**src/rtl/ku_aurora_boot_seq.sv**
```systemverilog
// Purpose : per-channel Aurora 64b66b bring-up/recovery sequencer (PMA_INIT -> RESET_PB -> CHANNEL_UP).
// Latency : all outputs registered; PMA_INIT falls PMA_DLY edges after S_PMA entry, RESET_PB PB_DLY after that.
// Backpr. : none; pure control block, inputs sampled every cycle, RESTART is a 1-cycle pulse.
//
// Ports:
//   clk100_i       system clock, all inputs synchronous to it
//   rst_i          synchronous active-high reset
//   dcm_locked_i   clock source locked; loss of lock parks every channel in S_IDLE
//   channel_up_i   per-channel Aurora CHANNEL_UP
//   restart_i      per-channel restart pulse (re-sequence from S_PMA)
//   pma_init_o     per-channel Aurora PMA_INIT
//   reset_pb_o     per-channel Aurora RESET_PB
//   ch_ready_o     per-channel link up and stable
//   ch_fail_o      per-channel retries exhausted
//   retry_cnt_o    per-channel consecutive-timeout count, channel i at [i*RW +: RW]
//   all_ready_o    registered AND of ch_ready_o
module ku_aurora_boot_seq #(
   parameter int N_CH      = 2,
   parameter int PMA_DLY   = 100,
   parameter int PB_DLY    = 100,
   parameter int UP_STABLE = 16,
   parameter int LINK_TO   = 65536,
   parameter int RETRY_MAX = 3,
   localparam int RW       = $clog2(RETRY_MAX + 1)
) (
   input  logic               clk100_i,
   input  logic               rst_i,
   input  logic               dcm_locked_i,
   input  logic [N_CH-1:0]    channel_up_i,
   input  logic [N_CH-1:0]    restart_i,
   output logic [N_CH-1:0]    pma_init_o,
   output logic [N_CH-1:0]    reset_pb_o,
   output logic [N_CH-1:0]    ch_ready_o,
   output logic [N_CH-1:0]    ch_fail_o,
   output logic [N_CH*RW-1:0] retry_cnt_o,
   output logic               all_ready_o
);

   // One shared counter per channel covers the longest of the three phases.
   localparam int DLY_MAX = (PMA_DLY > PB_DLY) ? PMA_DLY : PB_DLY;
   localparam int CNT_MAX = (DLY_MAX > LINK_TO) ? DLY_MAX : LINK_TO;
   localparam int CW      = $clog2(CNT_MAX + 1);
   localparam int SW      = $clog2(UP_STABLE + 1);

   typedef enum logic [2:0] {
      S_IDLE,
      S_PMA,
      S_PB,
      S_WAIT,
      S_UP,
      S_FAIL
   } state_t;

   logic [N_CH-1:0] rdy_vec;
   logic            all_ready_q;

   for (genvar i = 0; i < N_CH; i++) begin : g_ch
      state_t        state_q;
      logic [CW-1:0] cnt_q;
      logic [SW-1:0] stab_q;
      logic [RW-1:0] retry_q;
      logic          pma_q;
      logic          pb_q;
      logic          rdy_q;
      logic          fail_q;

      always_ff @(posedge clk100_i) begin
         // Reset and lock loss share one action: everything back to the idle/held state.
         if (rst_i || !dcm_locked_i) begin
            state_q <= S_IDLE;
            cnt_q   <= '0;
            stab_q  <= '0;
            retry_q <= '0;
            pma_q   <= 1'b1;
            pb_q    <= 1'b1;
            rdy_q   <= 1'b0;
            fail_q  <= 1'b0;
         end else if (restart_i[i]) begin
            state_q <= S_PMA;
            cnt_q   <= '0;
            stab_q  <= '0;
            retry_q <= '0;
            pma_q   <= 1'b1;
            pb_q    <= 1'b1;
            rdy_q   <= 1'b0;
            fail_q  <= 1'b0;
         end else begin
            case (state_q)
               S_IDLE: begin
                  state_q <= S_PMA;
                  cnt_q   <= '0;
               end
               S_PMA: begin
                  if (cnt_q == CW'(PMA_DLY - 1)) begin
                     state_q <= S_PB;
                     cnt_q   <= '0;
                     pma_q   <= 1'b0;
                  end else begin
                     cnt_q <= cnt_q + 1'b1;
                  end
               end
               S_PB: begin
                  if (cnt_q == CW'(PB_DLY - 1)) begin
                     state_q <= S_WAIT;
                     cnt_q   <= '0;
                     stab_q  <= '0;
                     pb_q    <= 1'b0;
                  end else begin
                     cnt_q <= cnt_q + 1'b1;
                  end
               end
               S_WAIT: begin
                  // Ready is tested first so it wins over a timeout on the same edge.
                  if (channel_up_i[i] && (stab_q == SW'(UP_STABLE - 1))) begin
                     state_q <= S_UP;
                     cnt_q   <= '0;
                     stab_q  <= '0;
                     retry_q <= '0;
                     rdy_q   <= 1'b1;
                  end else if (cnt_q == CW'(LINK_TO - 1)) begin
                     cnt_q  <= '0;
                     stab_q <= '0;
                     pma_q  <= 1'b1;
                     pb_q   <= 1'b1;
                     if (retry_q == RW'(RETRY_MAX - 1)) begin
                        state_q <= S_FAIL;
                        retry_q <= RW'(RETRY_MAX);
                        fail_q  <= 1'b1;
                     end else begin
                        state_q <= S_PMA;
                        retry_q <= retry_q + 1'b1;
                     end
                  end else begin
                     // Timeout runs from entry regardless of CHANNEL_UP; stability needs an unbroken run.
                     cnt_q  <= cnt_q + 1'b1;
                     stab_q <= channel_up_i[i] ? stab_q + 1'b1 : '0;
                  end
               end
               S_UP: begin
                  if (!channel_up_i[i]) begin
                     state_q <= S_PMA;
                     cnt_q   <= '0;
                     pma_q   <= 1'b1;
                     pb_q    <= 1'b1;
                     rdy_q   <= 1'b0;
                  end
               end
               S_FAIL: begin
                  // Parked until restart, lock loss or reset.
               end
               default: begin
                  state_q <= S_IDLE;
               end
            endcase
         end
      end

      assign pma_init_o[i]              = pma_q;
      assign reset_pb_o[i]              = pb_q;
      assign rdy_vec[i]                 = rdy_q;
      assign ch_fail_o[i]               = fail_q;
      assign retry_cnt_o[i*RW +: RW]    = retry_q;
   end

   always_ff @(posedge clk100_i) begin
      if (rst_i) begin
         all_ready_q <= 1'b0;
      end else begin
         all_ready_q <= &rdy_vec;
      end
   end

   assign ch_ready_o  = rdy_vec;
   assign all_ready_o = all_ready_q;

endmodule
```
**config.mk**
```make
export PLATFORM = sky130hd
export DESIGN_NAME = ku_aurora_boot_seq
export DESIGN_NICKNAME = d
export VERILOG_FILES = /design/src/rtl/ku_aurora_boot_seq.sv
export SDC_FILE = /design/constraint.sdc
export NUM_CORES = 1
export LEC_CHECK = 0
export ABC_AREA = 1
export ABC_CLOCK_PERIOD_IN_PS = 2600
export CAP_MARGIN = 0
export CORE_ASPECT_RATIO = 1.1
export CORE_UTILIZATION = 34
export DETAILED_ROUTE_END_ITERATION = 8
export PLACE_DENSITY = 0.53
export SETUP_SLACK_MARGIN = 0.5
export SLEW_MARGIN = 25
export SYNTH_ARGS = -nofsm -noshare
export SYNTH_HDL_FRONTEND = slang
export SYNTH_SLANG_ARGS = --single-unit
```
**constraint.sdc**
```tcl
create_clock -name clk100_i -period 2.6 [get_ports clk100_i]
set_clock_uncertainty 0.15 [all_clocks]
set_input_delay 0.26 -clock clk100_i [delete_from_list [all_inputs] [get_ports clk100_i]]
set_output_delay 0.26 -clock clk100_i [all_outputs]
set_load 0.05 [all_outputs]
```
; ---- Yosys cells after proc, flatten, opt, wreduce, memory -nomap -nowiden
; Cells that the tools add are included.
[totals]
reg_bits = 63
latch_bits = 0
ramBits = 0
mem_bits_ro = 0
elab_cells = 172
memories = 0
[op_classes]
addsub = 6
multipliers = 0
div_mod_pow = 0
order_cmp = 0
eq_ne = 42
n_shift = 0
muxes = 60
bitwise = 4
reduce_logical = 41
[op_table]
columns = operator, n
row1 = 2-to-1 mux 17 bit, 8
row2 = one-hot mux 17 bit (4 select lines), 2
row3 = 2-to-1 mux 5 bit, 8
row4 = AND reduction 5 bit, 8
row5 = 2-to-1 mux 3 bit, 12
row6 = one-hot mux 3 bit (6 select lines), 2
row7 = adder 17 x 1 -> 17 bit (second input constant), 2
row8 = equality test 17 x 16 -> 1 bit (second input constant), 2
row9 = equality test 17 x 7 -> 1 bit (second input constant), 2
row10 = inequality test 2 bit (second input constant), 14
row11 = inequality test 3 bit (second input constant), 8
row12 = one-hot mux 5 bit (2 select lines), 2
row13 = 2-to-1 mux 1 bit, 14
row14 = AND reduction 2 bit, 7
row15 = equality test 3 x 2 -> 1 bit (second input constant), 4
row16 = equality test 3 bit (second input constant), 4
row17 = 2-to-1 mux 2 bit, 6
row18 = one-hot mux 1 bit (3 select lines), 4
row19 = nonzero test 2 bit, 6
row20 = nonzero test 3 bit, 4
row21 = adder 5 x 1 -> 5 bit (second input constant), 2
row22 = equality test 5 x 4 -> 1 bit (second input constant), 2
row23 = inequality test 4 bit (second input constant), 2
row24 = AND reduction 4 bit, 2
row25 = other kinds (12), 26

; ---- Longest topological paths before layout
; Gate-level depths: netlist of run 1.
[depth]
ltp_word = 6
depth_mapped = 16
ltp_nobuf = 16

; ---- Least setup slack after synthesis of run 1
; No wires, ideal clock.
[synth_timing]
kind = reg-to-reg
startpoint = reg g_ch[1].cnt_q[0]
endpoint = reg g_ch[1].pma_q
t_arrival_ns = 2.104
path_slack_ns = 0.227
path_stages_with_launch = 14
period_less_slack_ns = 2.373
cell_sequence = dfxtp_1 ha_1 nand3_1 nor2_1 nand2_1 nor2_1 nand2_1 nor4_2 ha_1 inv_1 o21ai_0 nand2_1 o31ai_1 nand2_1
[synth_between]
elab_chain_len = 3
[synth_lines]
columns = item, line
row1 = start: declaration, 59  ; logic [CW-1:0] cnt_q;
row2 = start signal: assignment, 99  ; cnt_q <= cnt_q + 1'b1;
row3 = start signal: assignment, 109  ; cnt_q <= cnt_q + 1'b1;
row4 = start signal: assignment, 135  ; cnt_q <= cnt_q + 1'b1;
row5 = equality test 17 x 16 -> 1 bit or equality test 17 x 7 -> 1 bit (tied branches), "120, 94"
row6 = inequality test 2 bit (no line), n/a
row7 = AND reduction 5 bit (no line) (*), n/a
row8 = end signal: assignment, 97  ; pma_q <= 1'b0;
row9 = end signal: assignment, 123  ; pma_q <= 1'b1;
row10 = end signal: assignment, 143  ; pma_q <= 1'b1;
row11 = end: declaration, 62  ; logic pma_q;
; Mark *: on every way between the ends. The rest lies on a longest branch, timed or not.
; A chain may end at the register's enable or synchronous reset.

; ---- Final worst setup path of run 1
[layout_timing]
startpoint = reg g_ch[1].cnt_q[0]
endpoint = reg g_ch[1].cnt_q[14]
[layout_between]
elab_chain_len = 4
[layout_lines]
columns = item, line
row1 = adder 17 x 1 -> 17 bit or equality test 17 x 16 -> 1 bit (tied branches), n/a
row2 = 2-to-1 mux 17 bit, 120  ; end else if (cnt_q == CW'(LINK_TO - 1)) begin
row3 = 2-to-1 mux 17 bit, 114  ; if (channel_up_i[i] && (stab_q == SW'(UP_STABLE - 1))) begin
row4 = one-hot mux 17 bit (4 select lines) (*), 88  ; case (state_q)
; Marked as above.

==> results.toml, run 1 <==
[floorplan]
fp.dieH_um = 110
die_area_um2 = 11000
die_w_um = 100
placementRows = 39
ios = 20
coreArea_um2 = 10300
start_util = 0.349

[routing]
wl_met1_um = 4370
vias = 3687
dr.pass1.iters = 6
wl_per_cell_um = 13.3
route.met3.wl_um = 309
drc = 0
vias_per_cell = 4.92
routed_wl_um = 9980
drt.antenna.violating_nets = 0
highest_layer = "met4"
drtIter0Drc = 122
met2_length_um = 5100

[timing]
min_period_over_period = 0.887
setup_viol = 0
slew_viol_final = 0
clock.fmax_ghz = 0.434
finalHoldViolCount = 0
holdWs_ps = 303
finalSetupTns_ps = 0
period_needed_ps = 2310
worst_pin_slew_ps = 673
slew_headroom = 0.551
rsz0062_at_grt = "true"

[logic_synthesis]
syn_avg_cell_area_um2 = 6.64
async_reset_ff_frac = 0
yosys.area.top_type = "dfxtp_1"
yosysWarnings = 0
synth.area.top_cells = "dfxtp_1 35%, nand2_1 13%, inv_1 8.3%, nor2_1 7.1%, nand3_1 6.1%"
synth.distinct_cells = 35
yosysMostFrequentCell = "nand2_1"
synth.cell_area_um2 = 3610
yosysTopAreaCellShare = 0.349
yosys_register_bits = 63
yosys-top-cells-count = "121 x nand2_1, 80 x inv_1, 68 x nor2_1"
syn_inst = 544
syn-num-nets = 563
synth_seq_area_share = 0.349
synth_edf_count = 0
ys.flop_type = "dfxtp_1"

[cts]
numCtsBuffers = 9
cts_tree = "built"
cts_sinks = 63
cts-hold-fix-buffers = 0
cts_buffer_depth = 2
clkTransAtPathRegs_ps = 60
cts_root_buffer = "clkbuf_16"
clk_latency_ps = 330
cts_htree_levels = 3

[global_route]
grt_overflow = 0
grt_first_pass_wirelength_um = 16500
grt_max_degree = 17
grt_pass1_vias = 3594
track_usage = 0.191
antenna_found_initial = 0

[setup_path]
start_kind = "flop"
ff2ff_setup_slack_ps = 290
arrival_ps = 2380
crit_path_end_kind = "flop"
cp_slowest_cell = "dfxtp_4"
crit_chain = "ha_4 -> nand3_4 -> nor2_4 -> nand2_2 -> nor2_4 -> buf_4 -> buf_4 -> buf_4 -> buf_4 -> buf_4 -> buf_4 -> buf_4 -> buf_4 -> buf_6 -> a31oi_4 -> nor3_2"
reg2reg_to = "g_ch[1].cnt_q[14]"
max_stage_delay_ps = 360
worstRegToRegCells = 16
worstPathRequired_ps = 2670
crit_type = "flop to flop"
rr_startpoint = "g_ch[1].cnt_q[0]"
cp_common_cell = "buf_4"
worst-path-max-fanout = 4

[run]
maxCapViolCount = 0

[hold_path]
holdPathStages = 2
hold_class = "flop to flop"
hp-start = "g_ch[1].rdy_q"
worstHoldEndpoint = "all_ready_o"

[power_and_ir_drop]
p_leak_uw = 0.00199
power_per_cell_area_nw_per_um2 = 470
ir_worst_vdd_v = 0.000282

[place]
hpwl_um = 6700
gp_congestion = 0.915
io_buffers = 19

[finish]
fin_nets = 620
diodes = 0
area_growth_pct = 38.5
multi_input_area_um2 = 2410
drive_gt1_frac = 0.256
regArea_um2 = 1270
nFillCells = 1007
utilization = 0.483

[run_status]
status = "completed"
-- layout make-up --
type	instances	area share
clock buffers	13	0.0540
flip-flops and latches	63	0.255
multi-input cells	386	0.481
inverters	85	0.0655
clock inverters	3	0.00801
repair buffers	56	0.101
well taps	143	0.0358
-- placed cells by master, fill, tap and decap left out, types with 4 or more instances in the layout --
cell type	count
nand2_4	6
buf_4	30
clkdlybuf4s50_1	19
o21ai_1	7
dfxtp_1	55
nand2_2	14
o211ai_1	4
nor3_1	9
o21ai_2	5
nor2_2	5
nor2_4	7
buf_6	6
ha_1	6
nand3_1	37
a21oi_1	23
nand2_1	106
nand2_8	5
nor2_1	59
xor2_1	4
ha_2	4
nor3_2	5
inv_2	6
o21ai_0	19
dfxtp_2	7
a21oi_2	11
clkbuf_16	9
nand4_1	13
nand3_4	6
inv_1	76
-- stage by stage --
stage	area, um^2	setup slack [ps]	power [uW]	std cells
after floorplan	3740	313	1060	544
after global placement	4070	152	1100	700
after detailed placement	4070	99.3	1100	700
after CTS	4720	336	2370	741
after global routing	5000	213	2440	749
final	5000	293	2350	749
-- cells by family (layout without fill, tap and decap cells) --
group | count (synthesis) | count (layout) | synth area share
flip-flops | 63 | 63 | 0.349
AO/OA/AOI/OAI | 84 | 84 | 0.131
buffers and inverters | 97 | 157 | 0.112
XOR/XNOR | 4 | 4 | 0.00970
adder cells (fa/ha/maj) | 12 | 12 | 0.0416
AND/OR/NAND/NOR | 284 | 286 | 0.357
-- how the worst max path moves through the flow --
stage | endpoint | startpoint
floorplan | g_ch[1].pma_q | g_ch[1].cnt_q[1]
global placement | g_ch[1].cnt_q[11] | g_ch[1].cnt_q[1]
detailed placement | g_ch[1].cnt_q[11] | g_ch[1].cnt_q[1]
CTS | g_ch[1].cnt_q[11] | g_ch[1].cnt_q[0]
global route | g_ch[0].cnt_q[2] | g_ch[0].cnt_q[0]
finish | g_ch[1].cnt_q[14] | g_ch[1].cnt_q[0]
-- state kept, by name, indices dropped and copies added, names as in the netlist --
name and cells:
all_ready_o 1, g_ch.stab_q 10, g_ch.rdy_q 2, g_ch.fail_q 2, g_ch.pma_q 2, g_ch.state_q 6
g_ch.pb_q 2, g_ch.cnt_q 34, g_ch.retry_q 4
-- layer usage --
layer | vias up | GRT usage
li1 | 1895 | -
met1 | 1713 | 0.224
met2 | 59 | 0.337
met3 | 20 | 0.0435
met4 | 0 | 0.0787
met5 | - | 0
-- critical path, delay by kind of cell (launching register included) --
| kind | cells | cell delay [ps] |
|---|---|---|
| and+or+nand+nor | 5 | 310 |
| DFF | 1 | 360 |
| AOI/OAI and AO/OA | 1 | 140 |
| adders and majority gates | 1 | 170 |
| buffers and inverters | 9 | 1080 |
-- power by group --
part	total, uW	switching [uW]	internal, uW
Sequential	975	5.44	969
Clock	1250	429	817
Combinational	128	85.7	41.8
Total	2350	520	1830
-- timing repair --
| action | in CTS | in global routing |
|---|---|---|
| pin swaps | 23 | 31 |
| buffers inserted | 23 | 8 |
| gates resized for setup | 30 | 60 |
| setup endpoints to repair | 59 | 60 |
| cloned | 2 | 0 |
| endpoints found under the hold margin | 0 | 0 |
Power figures use the tool's default switching activity.
==> run 2: changes to the inputs <==
--- a/config.mk
+++ b/config.mk
@@ -6,13 +6,15 @@
 export NUM_CORES = 1
 export LEC_CHECK = 0
 export ABC_AREA = 1
-export ABC_CLOCK_PERIOD_IN_PS = 2600
+export ABC_CLOCK_PERIOD_IN_PS = 2200
 export CAP_MARGIN = 0
 export CORE_ASPECT_RATIO = 1.1
 export CORE_UTILIZATION = 34
+export CTS_BUF_LIST = sky130_fd_sc_hd__clkbuf_4
 export DETAILED_ROUTE_END_ITERATION = 8
 export PLACE_DENSITY = 0.53
 export SETUP_SLACK_MARGIN = 0.5
+export SKIP_CTS_REPAIR_TIMING = 1
 export SLEW_MARGIN = 25
 export SYNTH_ARGS = -nofsm -noshare
 export SYNTH_HDL_FRONTEND = slang
==> constraint.sdc (replaced) <==
create_clock -name clk100_i -period 2.2 [get_ports clk100_i]
set_clock_uncertainty 0.15 [all_clocks]
set_input_delay 0.22 -clock clk100_i [delete_from_list [all_inputs] [get_ports clk100_i]]
set_output_delay 0.22 -clock clk100_i [all_outputs]
set_load 0.05 [all_outputs]
==> results.toml, run 2 (same netlist as run 1, synthesis figures left out) <==
[run_status]
status = "completed"

[timing]
clock.fmax_ghz = 0.456
worst_pin_slew_ps = 686
finalSetupTns_ps = 0
holdWs_ps = 168
slew_headroom = 0.542
rsz0062_at_grt = "true"
slew_viol_final = 0
finalHoldViolCount = 0
setup_ws_ps = 9.16
period_needed_ps = 2190
min_period_over_period = 0.996
setup_viol = 0

[finish]
diodes = 0
drive_gt1_frac = 0.263
largest_reg_flops = 34
regMostFlops = "g_ch.cnt_q"
multi_input_area_um2 = 2270
fin_nets = 631
nFillCells = 1078
largestRegisters = "g_ch.cnt_q (34), g_ch.stab_q (10), g_ch.state_q (6)"
regArea_um2 = 1270
final_common_cell = "nand2_1"
area_growth_pct = 33.2
final_cell_mix = "111 x nand2_1, 71 x inv_1, 62 x nor2_1"

[place]
pre_cts_ws_ps = -170
hpwl_um = 7140
io_buffers = 19
gp_congestion = 0.845

[power_and_ir_drop]
p_leak_uw = 0.00205
power_per_cell_area_nw_per_um2 = 508
ir_worst_vdd_v = 0.000370
p_total_uw = 2440

[setup_path]
worstPathRequired_ps = 2390
worst-path-max-fanout = 5
reg2reg_to = "g_ch[1].cnt_q[11]"
crit_type = "flop to flop"
max_stage_delay_ps = 370
rr_startpoint = "g_ch[1].cnt_q[0]"
crit_chain = "ha_4 -> nand3_4 -> nor2_4 -> nand2_2 -> nor2_4 -> nand2_2 -> nor4_4 -> ha_2 -> inv_2 -> nand2_4 -> nand3_4 -> nand2_8 -> inv_6 -> nand2_1 -> nor2_1"
ff2ff_setup_slack_ps = 9
crit_path_end_kind = "flop"
cp_slowest_cell = "dfxtp_2"
start_kind = "flop"
cp-startpoint = "g_ch[1].cnt_q[0]"
worstRegToRegCells = 15
arrival_ps = 2380

[floorplan]
start_util = 0.349
ios = 20
die_w_um = 100
fp.dieH_um = 110
placementRows = 39
coreArea_um2 = 10300
die_area_um2 = 11000

[cts]
clk_latency_ps = 440
cts_sinks = 63
numCtsBuffers = 9
clkTransAtPathRegs_ps = 120
cts_buffer_depth = 2
cts_root_buffer = "clkbuf_4"
cts_htree_levels = 3
cts_tree = "built"

[hold_path]
hold_class = "input pin to flop"
holdPathStages = 2
hp-start = "rst_i"
worstHoldEndpoint = "all_ready_o"

[routing]
drtIter0Drc = 134
vias_per_cell = 4.79
dr.pass1.iters = 5
routed_wl_um = 9600
vias = 3640
wl_per_cell_um = 12.6
drc = 0
drt.antenna.violating_nets = 0

[global_route]
antenna_found_initial = 0
grt_first_pass_wirelength_um = 15500
grt_pass1_vias = 3368
grt_overflow = 0
track_usage = 0.184
grt_max_degree = 17

[run]
maxCapViolCount = 0
==> run 2: worst max-delay path, delay by kind of cell, from the launching register on <==
family	cells	cell delay, ps
fa+ha+maj	2	390
buf+inv	2	100
flops	1	370
simple gates	11	1080
==> run 2: layer usage <==
layer	up-vias	part of all wire	global-route usage
li1	1906	-	-
met1	1665	0.45	0.223
met2	58	0.50	0.310
met3	11	0.032	0.0473
met4	0	0.016	0.0735
met5	-	0	0
==> run 2: through the flow <==
step	utilization	cell area [um^2]	instances
6_report	0.465	4810	760
5_1_grt	0.465	4810	760
4_1_cts	0.443	4580	754
3_5_place_dp	0.423	4380	738
3_3_place_gp	0.423	4380	738
2_1_floorplan	-	3760	544
==> run 2: report_power, final <==
group,total (uW),internal [uW],switching (uW)
logic,132,44.5,87.7
registers,1150,1140,6.28
clock network,1160,684,473
total,2440,1870,567
==> run 2: area by class of cell <==
class                           instances  share of cell area
Multi-Input combinational cell        385               0.473
Timing Repair Buffer                   68               0.115
Inverter                               85              0.0682
Clock buffer                            9              0.0141
Sequential cell                        63               0.264
Clock inverter                          7              0.0281
Tap cell                              143              0.0372
==> run 2: how the worst max path moves through the flow <==
stage | end | slack (ps) | cells past startpoint
4_1_cts | g_ch[1].cnt_q[11] | -200 | 15
3_3_place_gp | g_ch[1].cnt_q[11] | -140 | 15
5_1_grt | g_ch[1].cnt_q[11] | -140 | 15
2_1_floorplan | g_ch[1].pma_q | -90 | 13
3_5_place_dp | g_ch[1].cnt_q[11] | -170 | 15
6_report | g_ch[1].cnt_q[11] | 9 | 15
